==> src/rtl/accu_pkg.sv <==
// rtl/accu_pkg.sv - shared mode encoding for the integrate-and-dump accumulator
package accu_pkg;

    typedef enum logic [1:0] {
        WRAP = 2'd0,
        SAT  = 2'd1,
        MOD  = 2'd2,
        RSVD = 2'd3
    } accu_mode_e;

endpackage

==> src/rtl/accu_step.sv <==
// rtl/accu_step.sv - combinational single-sample update for wrap, saturate and modulo-M
module accu_step
    import accu_pkg::*;
#(
    parameter int AW = 24,
    parameter int M  = 50
) (
    input  logic [AW-1:0] acc,
    input  logic [AW-1:0] d,
    input  accu_mode_e    mode,
    output logic [AW-1:0] acc_next,
    output logic          carry,
    output logic          ovf_ev,
    output logic          err_ev
);

    // M may equal 2**AW, so it needs the extra bit alongside the sum
    localparam logic [AW:0] M_W = (AW+1)'(M);

    logic [AW:0] s;

    always_comb begin
        s        = {1'b0, acc} + {1'b0, d};
        acc_next = s[AW-1:0];
        carry    = 1'b0;
        ovf_ev   = 1'b0;
        err_ev   = 1'b0;
        case (mode)
            SAT: begin
                if (s[AW]) begin
                    acc_next = '1;
                    carry    = 1'b1;
                    ovf_ev   = 1'b1;
                end
            end
            MOD: begin
                if ({1'b0, d} >= M_W) begin
                    acc_next = acc;
                    err_ev   = 1'b1;
                end else if (s >= M_W) begin
                    acc_next = AW'(s - M_W);
                    carry    = 1'b1;
                end
            end
            default: begin
                carry  = s[AW];
                ovf_ev = s[AW];
            end
        endcase
    end

endmodule

==> src/rtl/accu_dump.sv <==
// rtl/accu_dump.sv - integrate-and-dump accumulator with valid/ready result register
module accu_dump
    import accu_pkg::*;
#(
    parameter int W  = 16,
    parameter int AW = 24,
    parameter int M  = 50,
    parameter int CW = 8
) (
    input  logic          clk,
    input  logic          rst,
    input  logic          en,
    input  logic [W-1:0]  d,
    input  logic [1:0]    mode,
    input  logic          clr,
    input  logic [CW-1:0] dump_len,
    output logic [AW-1:0] acc,
    output logic          carry,
    output logic          ovf,
    output logic          err,
    output logic          out_valid,
    output logic [AW-1:0] out_data,
    input  logic          out_ready,
    output logic          lost
);

    logic [AW-1:0] acc_q, acc_d;
    logic [CW-1:0] cnt_q, cnt_d;
    accu_mode_e    mode_q, mode_d;
    logic          carry_q, carry_d;
    logic          ovf_q, ovf_d;
    logic          err_q, err_d;
    logic          lost_q, lost_d;
    logic          out_valid_q, out_valid_d;
    logic [AW-1:0] out_data_q, out_data_d;

    accu_mode_e    mode_in;
    logic          accept;
    logic          restart;
    logic [AW-1:0] acc_base;
    logic [CW-1:0] cnt_base;
    logic [CW-1:0] dump_last;
    logic          dump_hit;
    logic          dump_fire;
    logic [AW-1:0] step_next;
    logic          step_carry;
    logic          step_ovf;
    logic          step_err;

    assign mode_in   = accu_mode_e'(mode);
    assign accept    = en && !clr;
    assign restart   = accept && (mode_in != mode_q);
    assign acc_base  = restart ? '0 : acc_q;
    assign cnt_base  = restart ? '0 : cnt_q;
    // >= rather than == so shrinking dump_len mid-run dumps on the next sample
    assign dump_last = dump_len - CW'(1);
    assign dump_hit  = (dump_len != '0) && (cnt_base >= dump_last);
    assign dump_fire = accept && !step_err && dump_hit;

    accu_step #(
        .AW (AW),
        .M  (M)
    ) u_step (
        .acc      (acc_base),
        .d        (AW'(d)),
        .mode     (mode_in),
        .acc_next (step_next),
        .carry    (step_carry),
        .ovf_ev   (step_ovf),
        .err_ev   (step_err)
    );

    always_comb begin
        acc_d       = acc_q;
        cnt_d       = cnt_q;
        mode_d      = mode_q;
        carry_d     = 1'b0;
        ovf_d       = ovf_q;
        err_d       = err_q;
        lost_d      = lost_q;
        out_valid_d = out_valid_q;
        out_data_d  = out_data_q;

        if (clr) begin
            acc_d = '0;
            cnt_d = '0;
            ovf_d = 1'b0;
            err_d = 1'b0;
        end else if (en) begin
            mode_d = mode_in;
            if (step_err) begin
                err_d = 1'b1;
                acc_d = acc_base;
                cnt_d = cnt_base;
            end else begin
                carry_d = step_carry;
                if (step_ovf) begin
                    ovf_d = 1'b1;
                end
                if (dump_hit) begin
                    acc_d = '0;
                    cnt_d = '0;
                end else begin
                    acc_d = step_next;
                    cnt_d = cnt_base + CW'(1);
                end
            end
        end

        // result register runs on its own handshake, unaffected by clr
        if (dump_fire) begin
            out_valid_d = 1'b1;
            out_data_d  = step_next;
            if (out_valid_q && !out_ready) begin
                lost_d = 1'b1;
            end
        end else if (out_valid_q && out_ready) begin
            out_valid_d = 1'b0;
        end
    end

    always_ff @(posedge clk) begin
        if (rst) begin
            acc_q       <= '0;
            cnt_q       <= '0;
            mode_q      <= WRAP;
            carry_q     <= 1'b0;
            ovf_q       <= 1'b0;
            err_q       <= 1'b0;
            lost_q      <= 1'b0;
            out_valid_q <= 1'b0;
            out_data_q  <= '0;
        end else begin
            acc_q       <= acc_d;
            cnt_q       <= cnt_d;
            mode_q      <= mode_d;
            carry_q     <= carry_d;
            ovf_q       <= ovf_d;
            err_q       <= err_d;
            lost_q      <= lost_d;
            out_valid_q <= out_valid_d;
            out_data_q  <= out_data_d;
        end
    end

    assign acc       = acc_q;
    assign carry     = carry_q;
    assign ovf       = ovf_q;
    assign err       = err_q;
    assign lost      = lost_q;
    assign out_valid = out_valid_q;
    assign out_data  = out_data_q;

endmodule

==> config.mk <==
export PLATFORM = sky130hd
export DESIGN_NAME = accu_dump
export DESIGN_NICKNAME = d
export VERILOG_FILES = /design/src/rtl/accu_pkg.sv /design/src/rtl/accu_step.sv /design/src/rtl/accu_dump.sv
export SDC_FILE = /design/constraint.sdc
export NUM_CORES = 1
export LEC_CHECK = 0
export BUFFER_PORTS_ARGS = -buffer_cell sky130_fd_sc_hd__clkbuf_2
export CAP_MARGIN = 20
export CORE_MARGIN = 10
export CORE_UTILIZATION = 50
export DETAILED_ROUTE_END_ITERATION = 6
export GPL_ROUTABILITY_DRIVEN = 0
export PLACE_DENSITY = 0.73
export SLEW_MARGIN = 10
export SYNTH_ARGS = -nofsm -noshare
export SYNTH_HDL_FRONTEND = slang
export SYNTH_HIERARCHICAL = 1
export SYNTH_SLANG_ARGS = --single-unit
export TNS_END_PERCENT = 100
==> constraint.sdc <==
create_clock -name clk -period 7.2 [get_ports clk]
set_clock_uncertainty 0.2 [all_clocks]
set_input_delay 0.36 -clock clk [delete_from_list [all_inputs] [get_ports clk]]
set_output_delay 0.36 -clock clk [all_outputs]
set_load 0.02 [all_outputs]
# --- Word-level counts from Yosys, hierarchy flattened ---
# Index checks and enable logic that the tools add are counted.
totals:
  word_cells: 59
  output_inout_bits: 53
  inputBits: 31
  regBits: 63
op_classes:
  magnitude_cmp: 3
  muxes: 19
  n_bitwise: 3
  addsub: 4
  n_reduce_logical: 18
  eq_ne: 3
ops:
  columns: ["cell", "n"]
  rows:
  - ["24-bit two-way mux", 6]
  - ["24-bit case mux with 2 select lines", 1]
  - ["24-bit by 16-bit adder with 25-bit output", 1]
  - ["25-bit by 6-bit greater-or-equal comparator with 1-bit output (second input constant)", 1]
  - ["8-bit two-way mux", 3]
  - ["24-bit by 6-bit subtractor with 24-bit output (second input constant)", 1]
  - ["16-bit by 6-bit greater-or-equal comparator with 1-bit output (second input constant)", 1]
  - ["8-bit by 1-bit adder with 8-bit output (second input constant)", 1]
  - ["8-bit greater-or-equal comparator", 1]
  - ["8-bit nonzero test", 1]
  - ["8-bit by 1-bit subtractor with 8-bit output (second input constant)", 1]
  - ["1-bit logical AND", 7]
  - ["1-bit two-way mux", 7]
  - ["2-bit AND reduction", 3]
  - ["1-bit case mux with 2 select lines", 2]
  - ["4-bit OR reduction", 1]
  - ["1-bit zero test", 3]
  - ["1-bit inverter", 3]
  - ["3-bit AND reduction", 1]
  - ["2-bit by 1-bit == test with 1-bit output (second input constant)", 1]
  - ["2-bit == test (second input constant)", 1]
  - ["2-bit != test", 1]
  - ["2-bit nonzero test", 1]
  - ["2-bit OR reduction", 1]

# --- Longest topological paths before layout ---
# Gate-level depths: netlist of the first run.
depth:
  word_depth: 11
  mapped_depth: 20
  ltp_nobuf: 17

# --- Hierarchy ---
# The synthesis of the first run kept the hierarchy.
modules_own_cells:
  columns: ["mod", "seq_area_each_um2", "cells_per_inst", "n_inst", "area_each_um2"]
  rows:
  - ["accu_step", 0.0, 448, 1, 2966.6]
  - ["accu_dump", 1261.2, 322, 1, 2919.0]

# --- Worst setup path before layout of the first run ---
# Ideal clock, no wire load.
synth_timing:
  path_kind: "input port to flip-flop"
  from: "in en"
  to: "reg out_data_q[2], in the netlist out_data[2]"
  t_required_ps: 6935
  path_stages: 18
  arrival_time_ps: 4884
  setup_slack_ps: 2051
  setup_ps: 65
  n_path_buf: 1
  cell_sequence: "nor2b_1 o21ai_1 and2_1 ha_1 fa_1 a21o_1 a221oi_4 nor3_2 or4_4 a211o_1 nor3_2 or4b_4 buf_6 nor2_4 mux2_1 a211oi_1 mux2i_1 nor2_1"
synth_between:
  elab_chain_cells: 8
  word_cells_on_any_way: 15
  classes_between: "add/sub: 2; order compare: 2; mux: 6; reduce/logical: 5"
synth_lines:
  columns: ["element", "line", "source"]
  rows:
  - ["start: declaration", "accu_dump.sv:12", "input logic en,"]
  - ["1-bit logical AND (*)", "accu_dump.sv:51", "assign accept = en && !clr;"]
  - ["1-bit logical AND (*)", "accu_dump.sv:52", "assign restart = accept && (mode_in != mode_q);"]
  - ["24-bit two-way mux (*)", "accu_dump.sv:53", "assign acc_base = restart ? '0 : acc_q;"]
  - ["net acc_base[0]", "accu_dump.sv:40", "logic [AW-1:0] acc_base;"]
  - ["24-bit by 16-bit adder with 25-bit output (*)", "accu_step.sv:23", "s = {1'b0, acc} + {1'b0, d};"]
  - ["24-bit by 6-bit subtractor with 24-bit output or 25-bit by 6-bit greater-or-equal comparator with 1-bit output (tied branches)", "accu_step.sv:41, accu_step.sv:40", null]
  - ["24-bit two-way mux", "accu_step.sv:40", "end else if (s >= M_W) begin"]
  - ["24-bit two-way mux", "accu_step.sv:37", "if ({1'b0, d} >= M_W) begin"]
  - ["24-bit case mux with 2 select lines (*)", "accu_step.sv:28", "case (mode)"]
  - ["net step_next[2]", "accu_dump.sv:45", "logic [AW-1:0] step_next;"]
  - ["end signal: assignment", "accu_dump.sv:142", "out_data_q <= out_data_d;"]
  - ["end: declaration", "accu_dump.sv:35", "logic [AW-1:0] out_data_q, out_data_d;"]
# The timed path passes the listed nets; every way through them passes the cells marked *.
# A chain may end at the register's enable or synchronous reset.

# --- Worst setup path in the final report of the first run ---
layout_timing:
  from: "reg mode_q[0]"
  to: "reg acc_q[20], in the netlist acc[20]"
layout_between:
  elab_chain_cells: 10
  word_cells_on_any_way: 15
  classes_between: "add/sub: 2; order compare: 2; eq/ne: 1; mux: 8; reduce/logical: 2"
layout_lines:
  columns: ["element", "line", "source"]
  rows:
  - ["start: declaration", "accu_dump.sv:29", "accu_mode_e mode_q, mode_d;"]
  - ["start signal: assignment", "accu_dump.sv:136", "mode_q <= mode_d;"]
  - ["2-bit != test (*)", "accu_dump.sv:52", null]
  - ["1-bit logical AND (*)", "accu_dump.sv:52", null]
  - ["24-bit two-way mux (*)", "accu_dump.sv:53", null]
  - ["net acc_base[6]", "accu_dump.sv:40", null]
  - ["24-bit by 16-bit adder with 25-bit output (*)", "accu_step.sv:23", null]
  - ["24-bit by 6-bit subtractor with 24-bit output or 25-bit by 6-bit greater-or-equal comparator with 1-bit output (tied branches)", "accu_step.sv:41, accu_step.sv:40", null]
  - ["24-bit two-way mux", "accu_step.sv:40", null]
  - ["24-bit two-way mux", "accu_step.sv:37", null]
  - ["24-bit case mux with 2 select lines (*)", "accu_step.sv:28", null]
  - ["net step_next[20]", "accu_dump.sv:45", null]
  - ["24-bit two-way mux (*)", "accu_dump.sv:100", "if (dump_hit) begin"]
  - ["24-bit two-way mux (*)", "accu_dump.sv:91", "if (step_err) begin"]
  - ["end signal: assignment", "accu_dump.sv:124", "acc_q <= '0;"]
  - ["end signal: assignment", "accu_dump.sv:134", "acc_q <= acc_d;"]
  - ["end: declaration", "accu_dump.sv:27", "logic [AW-1:0] acc_q, acc_d;"]
# Marks and branches as above.

==> summary.md, run 1 <==
| Metric | Value |
|---|---|
| DRT iter0 DRCs | 600 |
| Avg Cell Area, Syn | 7.64 um2 |
| Asr flop ratio synth | 0% |
| Vias | 6265 |
| Port Buffers | between 80 and 90 |
| Std cell rows | 39 |
| Maxcap violations | 0 |
| Fill cells | approximately 1100 |
| Final setup violation count | 0 |
| Final Max Tran Viols | 0 |
| CP required | slightly above 7 ns |
| Reg2reg end | acc[20]$_SDFFE_PP0P_ |
| Register-to-register path setup slack | between 1 and 1.5 ns |
| Initial Utilization | between 50% and 60% |
| CTS tree | done |
| Clock sink total | 63 |
| Final WL | roughly 18 mm |
| Hold Buf Count CTS | 0 |
| Cts repair resizes | 0 |
| Metal2 WL | between 8 and 9 mm |
| #FFs+latches synth | 63 |
| Inserted Clock Buffers | 9 |
| Die X | approximately 130 um |
| HP Class | input pin to register |
| Ant. Diodes | 0 |
| Setup TNS | 0 ns |
| Share of layout cells above drive strength 1 | about 16% |
| R2R Path Start | mode_q[0]$_SDFFE_PP0P_ |
| Clk_lat worst skew | 0.34 ns |
| CP startpoint kind | register |
| Violated checks | DRC |
| Worst Path Arrival | 6.00 ns |
| Slew Limit Headroom | between 40 and 50% |
| H-tree depth | 3 |
| CP endpoint | acc[20]$_SDFFE_PP0P_ |
| Core Area | between 0.01 and 0.015 mm2 |
| Commonest non-fill, non-tap cell in the layout | nor2_1 |
| Num ports | 84 |
| Setup bufs post-CTS | 0 |
| Number of detailed-route iterations in the first pass | 7 |
| Post-synth top flop | dfxtp_1 |
| Sequential area share after synthesis | ~21% |
| VDD IR max | 155 uV |
| Antenna Nets Post-Route | 0 |
| Syn Inst Count | 770 |
| CP max FO | 15 |
| Fin crit share | just over 80% |
| Avg WL per Cell | ~19 um |
| Gr ovfl total | 0 |
| Clk root buf | clkbuf_16 |
| Die extent in y | 128 um |
| Overall routing resource usage | 21.1% |
| Min Tclk post-route | 5.93 ns |
| Initial antenna violation count | 0 |
| Placed cell areas | between 0.006 and 0.007 mm2 |
| Maximum clock path buffer count | 2 |
| Crit path kind | register to register |
| Post-DR vias/cell | around 6.4 |
| M1 wire length | between 7 and 8 mm |
| RSZ-0062 raised after global routing | false |
| Reg area | 0.00126 mm2 |
| YS warnings | 6 |
| Commonest non-fill, non-tap cells in the layout | nor2_1 (84), clkbuf_2 (83), nand2_1 (64), dfxtp_1 (63), a21oi_1 (59) |
| Vias in the first global route | 5853 |
| Die area | about 0.017 mm2 |
| Post-DP HPWL | 14.2 mm |
| Crit path launch | mode_q[0]$_SDFFE_PP0P_ |
| Hold_ws | about 0.16 ns |
| Clk pin slew, worst setup/hold paths | 0.06 ns |
| Fmax | 0.169 GHz |
| Post-synthesis cell area | 0.00589 mm2 |
| Post-synth cell types | 82 |
| Area of the multi-input gates | 0.00437 mm2 |
| Area grow syn2layout | 12.6% |
| First-pass GRT wire length | around 29 mm |
| Crit. End Element | register |
| Status | finished with violations |
| Hold Vio Cnt, Final | 0 |
| Met3 wire len | ~1.6 mm |
| Largest net degree at the start of global routing | 37 |
| Worst-margin pin slew | 0.839 ns |
| Uppermost layer routed | met4 |
| Final nets | 903 |
| Leakage power | ~2.8 nW |
| DRC Markers | 2 |
| Reg2Reg Depth | 16 |
| Post-synth EDFFs | 0 |
| Power Dens Cells | between 150 and 200 mW/mm2 |
| Area of all placed cells without fillers | around 0.0066 mm2 |
==> critical path: stages, from the launching register on <==
cell      delay, ns
dfxtp_1        0.32
xor2_1         0.17
o21ai_1        0.63
and2_1         0.36
ha_1           0.38
a21o_1         0.22
a211oi_1       0.56
o31ai_1        0.29
xnor2_1        0.49
and3_1         0.36
nand2b_1       0.11
or4b_4         0.60
o21ai_1        0.40
nor3_1         0.10
o311ai_1       0.39
a22oi_1        0.16
nor2_1         0.10
==> worst min-delay path by stage <==
stage	from	end	cells past startpoint
3_5_place_dp	err$_SDFFE_PP0P_	err$_SDFFE_PP0P_	2
3_3_place_gp	err$_SDFFE_PP0P_	err$_SDFFE_PP0P_	2
6_report	en	err$_SDFFE_PP0P_	3
5_1_grt	mode[1]	mode_q[1]$_SDFFE_PP0P_	3
4_1_cts	en	err$_SDFFE_PP0P_	3
2_1_floorplan	cnt_q[7]$_SDFFE_PP0P_	cnt_q[7]$_SDFFE_PP0P_	2
==> power by group <==
part           internal, W  total (W)  switching (W)  leakage [nW]
registers         0.000354   0.000357     0.00000319         0.509
logic            0.0000982   0.000281       0.000183          2.14
clock network     0.000261   0.000422       0.000161         0.141
total             0.000713    0.00106       0.000347          2.79
==> state kept, by name, indices dropped and copies added, names as in the netlist <==
| register | count |
|---|---|
| out_valid | 1 |
| acc | 24 |
| mode_q | 2 |
| cnt_q | 8 |
| lost | 1 |
| out_data | 24 |
| ovf | 1 |
| err | 1 |
| carry | 1 |
==> layout make-up <==
type | count | share of cell area, %
Multi-Input combinational cell | 653 | 65.9
Sequential cell | 63 | 19.0
Timing Repair Buffer | 88 | 6.84
Clock buffer | 12 | 4.02
Tap cell | 143 | 2.70
Inverter | 19 | 1.08
Clock inverter | 4 | 0.434
==> stage by stage <==
stage | util, % | instances | setup slack, ns | total power, W
2_1_floorplan | - | 785 | 2.05 | 0.000569
3_3_place_gp | 55.2 | 966 | 1.30 | 0.000630
3_5_place_dp | 55.2 | 966 | 1.20 | 0.000636
4_1_cts | 57.8 | 982 | 1.40 | 0.00106
5_1_grt | 57.8 | 982 | 0.898 | 0.00111
6_report | 57.8 | 982 | 1.27 | 0.00106
==> cells in the mapped netlist (4+ instances only) <==
cell type  count  area, um2
a311o_1        4       40.0
o221ai_1       4       35.0
and2_1        36        225
mux2i_1       30        300
clkbuf_1      39        146
o21ai_0       34        170
ha_1          37        463
a211oi_1      14        105
o21a_1         5       37.5
a211o_1        5       43.8
and3_1         9       56.3
xor2_1        11       96.3
o211ai_1      11       82.6
dfxtp_1       63       1260
nand2_1       64        240
nor2b_1        7       43.8
nand2b_1      10       62.6
o31ai_1        8       60.1
xnor2_1       16        140
a22oi_1       31        233
nor3_1        10       50.1
buf_6          4       45.0
nand3_1       23        115
inv_1         19       71.3
o2111ai_1      4       35.0
or3_1          4       25.0
nor4_1         9       56.3
a21o_1        15        113
a2bb2oi_1      6       52.6
a311oi_1       4       35.0
a221oi_2       4       60.1
or2_2          6       37.5
a21oi_1       59        295
nor2_1        84        315
nand4_1        9       56.3
==> layer usage <==
layer,up-vias,track usage [%]
met5,-,0
met4,0,6.16
met3,33,4.64
met2,329,34.8
met1,2905,27.1
li1,2998,-
==> cells by family (layout without fill, tap and decap cells) <==
| kind of cell | Yosys count | after routing | synth area share, % |
|---|---|---|---|
| AOI/OAI and AO/OA | 251 | 251 | 30.5 |
| xor gates and xnor gates | 27 | 27 | 4.02 |
| adders and majority gates | 38 | 38 | 8.21 |
| buffers and inverters | 69 | 123 | 5.51 |
| DFF | 63 | 63 | 21.4 |
| muxes | 32 | 32 | 5.48 |
| other | 1 | 16 | 0.0637 |
| and+or+nand+nor | 289 | 289 | 24.7 |
Note: power is estimated with default switching activity, not from simulation.
==> inputs of run 2 (changes only) <==
==> constraint.sdc (replaced) <==
create_clock -name clk -period 5.8 [get_ports clk]
set_clock_uncertainty 0.2 [all_clocks]
set_input_delay 0.29 -clock clk [delete_from_list [all_inputs] [get_ports clk]]
set_output_delay 0.29 -clock clk [all_outputs]
set_load 0.02 [all_outputs]
==> summary.md, run 2 (synthesis results as in run 1) <==
| Metric | Value |
|---|---|
| Status | completed |
| Std cell rows | 39 (unchanged) |
| H-tree depth | 3 (unchanged) |
| Post-DP HPWL | 14.7 mm (+3.7%) |
| First-pass GRT wire length | 31.4 mm (+6.5%) |
| Initial antenna violation count | 0 (unchanged) |
| Gr ovfl total | 0 (unchanged) |
| Worst hold start | mode[1] |
| Post-Layout Cell Count | 989 (+0.71%) |
| VDD IR max | 236 uV (+53%) |
| Clk pin slew, worst setup/hold paths | 0.05 ns (about the same) |
| Worst Path Arrival | 5.69 ns (-0.31 ns) |
| Clock sink total | 63 (unchanged) |
| Reg2reg end | acc[2]$_SDFFE_PP0P_ |
| Die extent in y | 128 um (unchanged) |
| Reg area | 0.00126 mm2 (unchanged) |
| Num ports | 84 (unchanged) |
| Largest stage delay, worst path | 0.60 ns (-0.03 ns) |
| R2R Path Start | mode_q[0]$_SDFFE_PP0P_ |
| Reg2Reg Depth | 17 (+1) |
| CP required | 5.86 ns (-1.41 ns) |
| Fill cells | 1047 (-0.29%) |
| Worst-margin pin slew | 0.868 ns (+0.0288 ns) |
| Area of the multi-input gates | 0.00437 mm2 (+0.20%) |
| Clk root buf | clkbuf_16 |
| Port Buffers | 83 (unchanged) |
| Share of layout cells above drive strength 1 | 16.7% (+0.93 points) |
| Ant. Diodes | 0 (unchanged) |
| CP max FO | 12 (-3) |
| Die X | 128 um (unchanged) |
| Final WL | 19.4 mm (+5.6%) |
| Final nets | 910 (+0.78%) |
| Slowest library cell on the worst path | or4b_4 |
| Initial Utilization | 51.3% (unchanged) |
| Inserted Clock Buffers | 9 (unchanged) |
| Avg WL per Cell | 19.6 um (+4.9%) |
| HP Class | input pin to register |
| Clk_lat worst skew | 0.34 ns (about the same) |
| Final Max Tran Viols | 0 (unchanged) |
| Commonest non-fill, non-tap cells in the layout | nor2_1 (84), clkbuf_2 (83), nand2_1 (64), dfxtp_1 (63), a21oi_1 (59) |
| Maxcap violations | 0 (unchanged) |
| Area of all placed cells without fillers | 0.00671 mm2 (+1.3%) |
| Vias in the first global route | 6120 (+4.6%) |
| Hold_ws | 0.0925 ns (-0.0723 ns) |
| CP cell instances | xor2_1 -> o21ai_1 -> and2_1 -> ha_1 -> fa_1 -> a21o_1 -> a221oi_4 -> nor3_2 -> or4_4 -> a211o_1 -> nor3_2 -> or4b_4 -> nor2_4 -> mux2_1 -> a211oi_1 -> a22oi_1 -> nor2_1 |
| Leakage power | 2.85 nW (+1.9%) |
| Number of detailed-route iterations in the first pass | 6 (-1) |
| Area grow syn2layout | 14.1% |
| Register-to-register path setup slack | 0.18 ns (-1.09 ns) |
| Pre-CTS setup slack | 0.174 ns (-1.03 ns) |
| CTS tree | done |
| Placed cell areas | 0.00637 mm2 (+0.59%) |
| Setup TNS | 0 ns (unchanged) |
| CP dominant cell by count | nor3_2 |
| Min Tclk post-route | 5.62 ns (-0.307 ns) |
| Antenna Nets Post-Route | 0 (unchanged) |
| CP startpoint kind | register |
| Setup slack after layout | 0.175 ns (-1.09 ns) |
| DRC Markers | 0 (-2) |
| Crit. End Element | register |
| Commonest non-fill, non-tap cell in the layout | nor2_1 |
| Fin crit share | 97.0% (+15 points) |
| Post-DR vias/cell | 6.49 (+1.7%) |
| DRT iter0 DRCs | 790 (+32%) |
| Core Area | 0.0115 mm2 (unchanged) |
| Final setup violation count | 0 (unchanged) |
| Power Dens Cells | 207 mW/mm2 (+30%) |
| Fmax | 0.178 GHz (+5.5%) |
| Vias | 6415 (+2.4%) |
| Hold Vio Cnt, Final | 0 (unchanged) |
| Slew Limit Headroom | 41.9% (-1.9 points) |
| Hold depth | 3 (unchanged) |
| Hold endpoint | mode_q[1]$_SDFFE_PP0P_ |
| Overall routing resource usage | 22.7% (+1.6 points) |
| Maximum clock path buffer count | 2 (unchanged) |
| Crit path kind | register to register |
| Largest net degree at the start of global routing | 37 (unchanged) |
| Placed cell count | 971 (+0.52%) |
| Die area | 0.0165 mm2 (unchanged) |
==> run 2: layout make-up <==
cell class / instances / area share, %
clock inverter: 7 / 1.44
tap: 143 / 2.67
sequential: 63 / 18.8
multi-input combinational: 653 / 65.2
timing repair buffer: 95 / 7.53
clock buffer: 9 / 3.36
inverter: 19 / 1.06
==> run 2: routing by layer <==
layer | wire [um] | share of wire (%) | vias to the layer above | track usage [%]
met5 | 0 | 0 | - | 0
met4 | 762 | 3.9 | 0 | 10.1
met3 | 1760 | 9.1 | 71 | 5.01
met2 | 8620 | 44 | 379 | 35.4
met1 | 8270 | 43 | 2954 | 29.5
li1 | - | - | 3011 | -
==> run 2: metrics by stage <==
step / power [W] / util, %
floorplan: 0.000707 / -
global placement: 0.000791 / 55.5
detailed placement: 0.000800 / 55.5
CTS: 0.00138 / 58.3
global route: 0.00145 / 58.5
finish: 0.00139 / 58.5
==> run 2: how the worst max path moves through the flow <==
stage                           startpoint                       end  slack [ns]
floorplan                               en  out_data[2]$_SDFFE_PP0P_        0.72
global placement                        en      acc[20]$_SDFFE_PP0P_        0.29
detailed placement                 mode[1]      acc[20]$_SDFFE_PP0P_        0.17
CTS                 mode_q[0]$_SDFFE_PP0P_      acc[20]$_SDFFE_PP0P_        0.22
global route        mode_q[0]$_SDFFE_PP0P_       acc[2]$_SDFFE_PP0P_       -0.03
finish              mode_q[0]$_SDFFE_PP0P_       acc[2]$_SDFFE_PP0P_        0.18
==> run 2: critical path: cells and delay by family, from the launching register on <==
family / cells / cell delay, ns
AND/OR/NAND/NOR: 7 / 2.02
XOR/XNOR: 1 / 0.22
flip-flops: 1 / 0.36
multiplexers: 1 / 0.36
adder cells (fa/ha/maj): 2 / 0.69
AO/OA/AOI/OAI: 6 / 1.70
==> run 2: timing repair <==
| item | in CTS | in global routing |
|---|---|---|
| hold buffers | 0 | 0 |
| endpoints found under the hold margin | 0 | 0 |
| setup buffers | 0 | 2 |
| resized for setup | 0 | 3 |
| endpoints found under the setup margin | 0 | 10 |
==> run 2: report_power, final <==
part / switching [W] / leakage, nW / internal, W
Combinational: 0.000238 / 2.18 / 0.000127
Sequential: 0.00000412 / 0.509 / 0.000439
Clock: 0.000206 / 0.160 / 0.000377
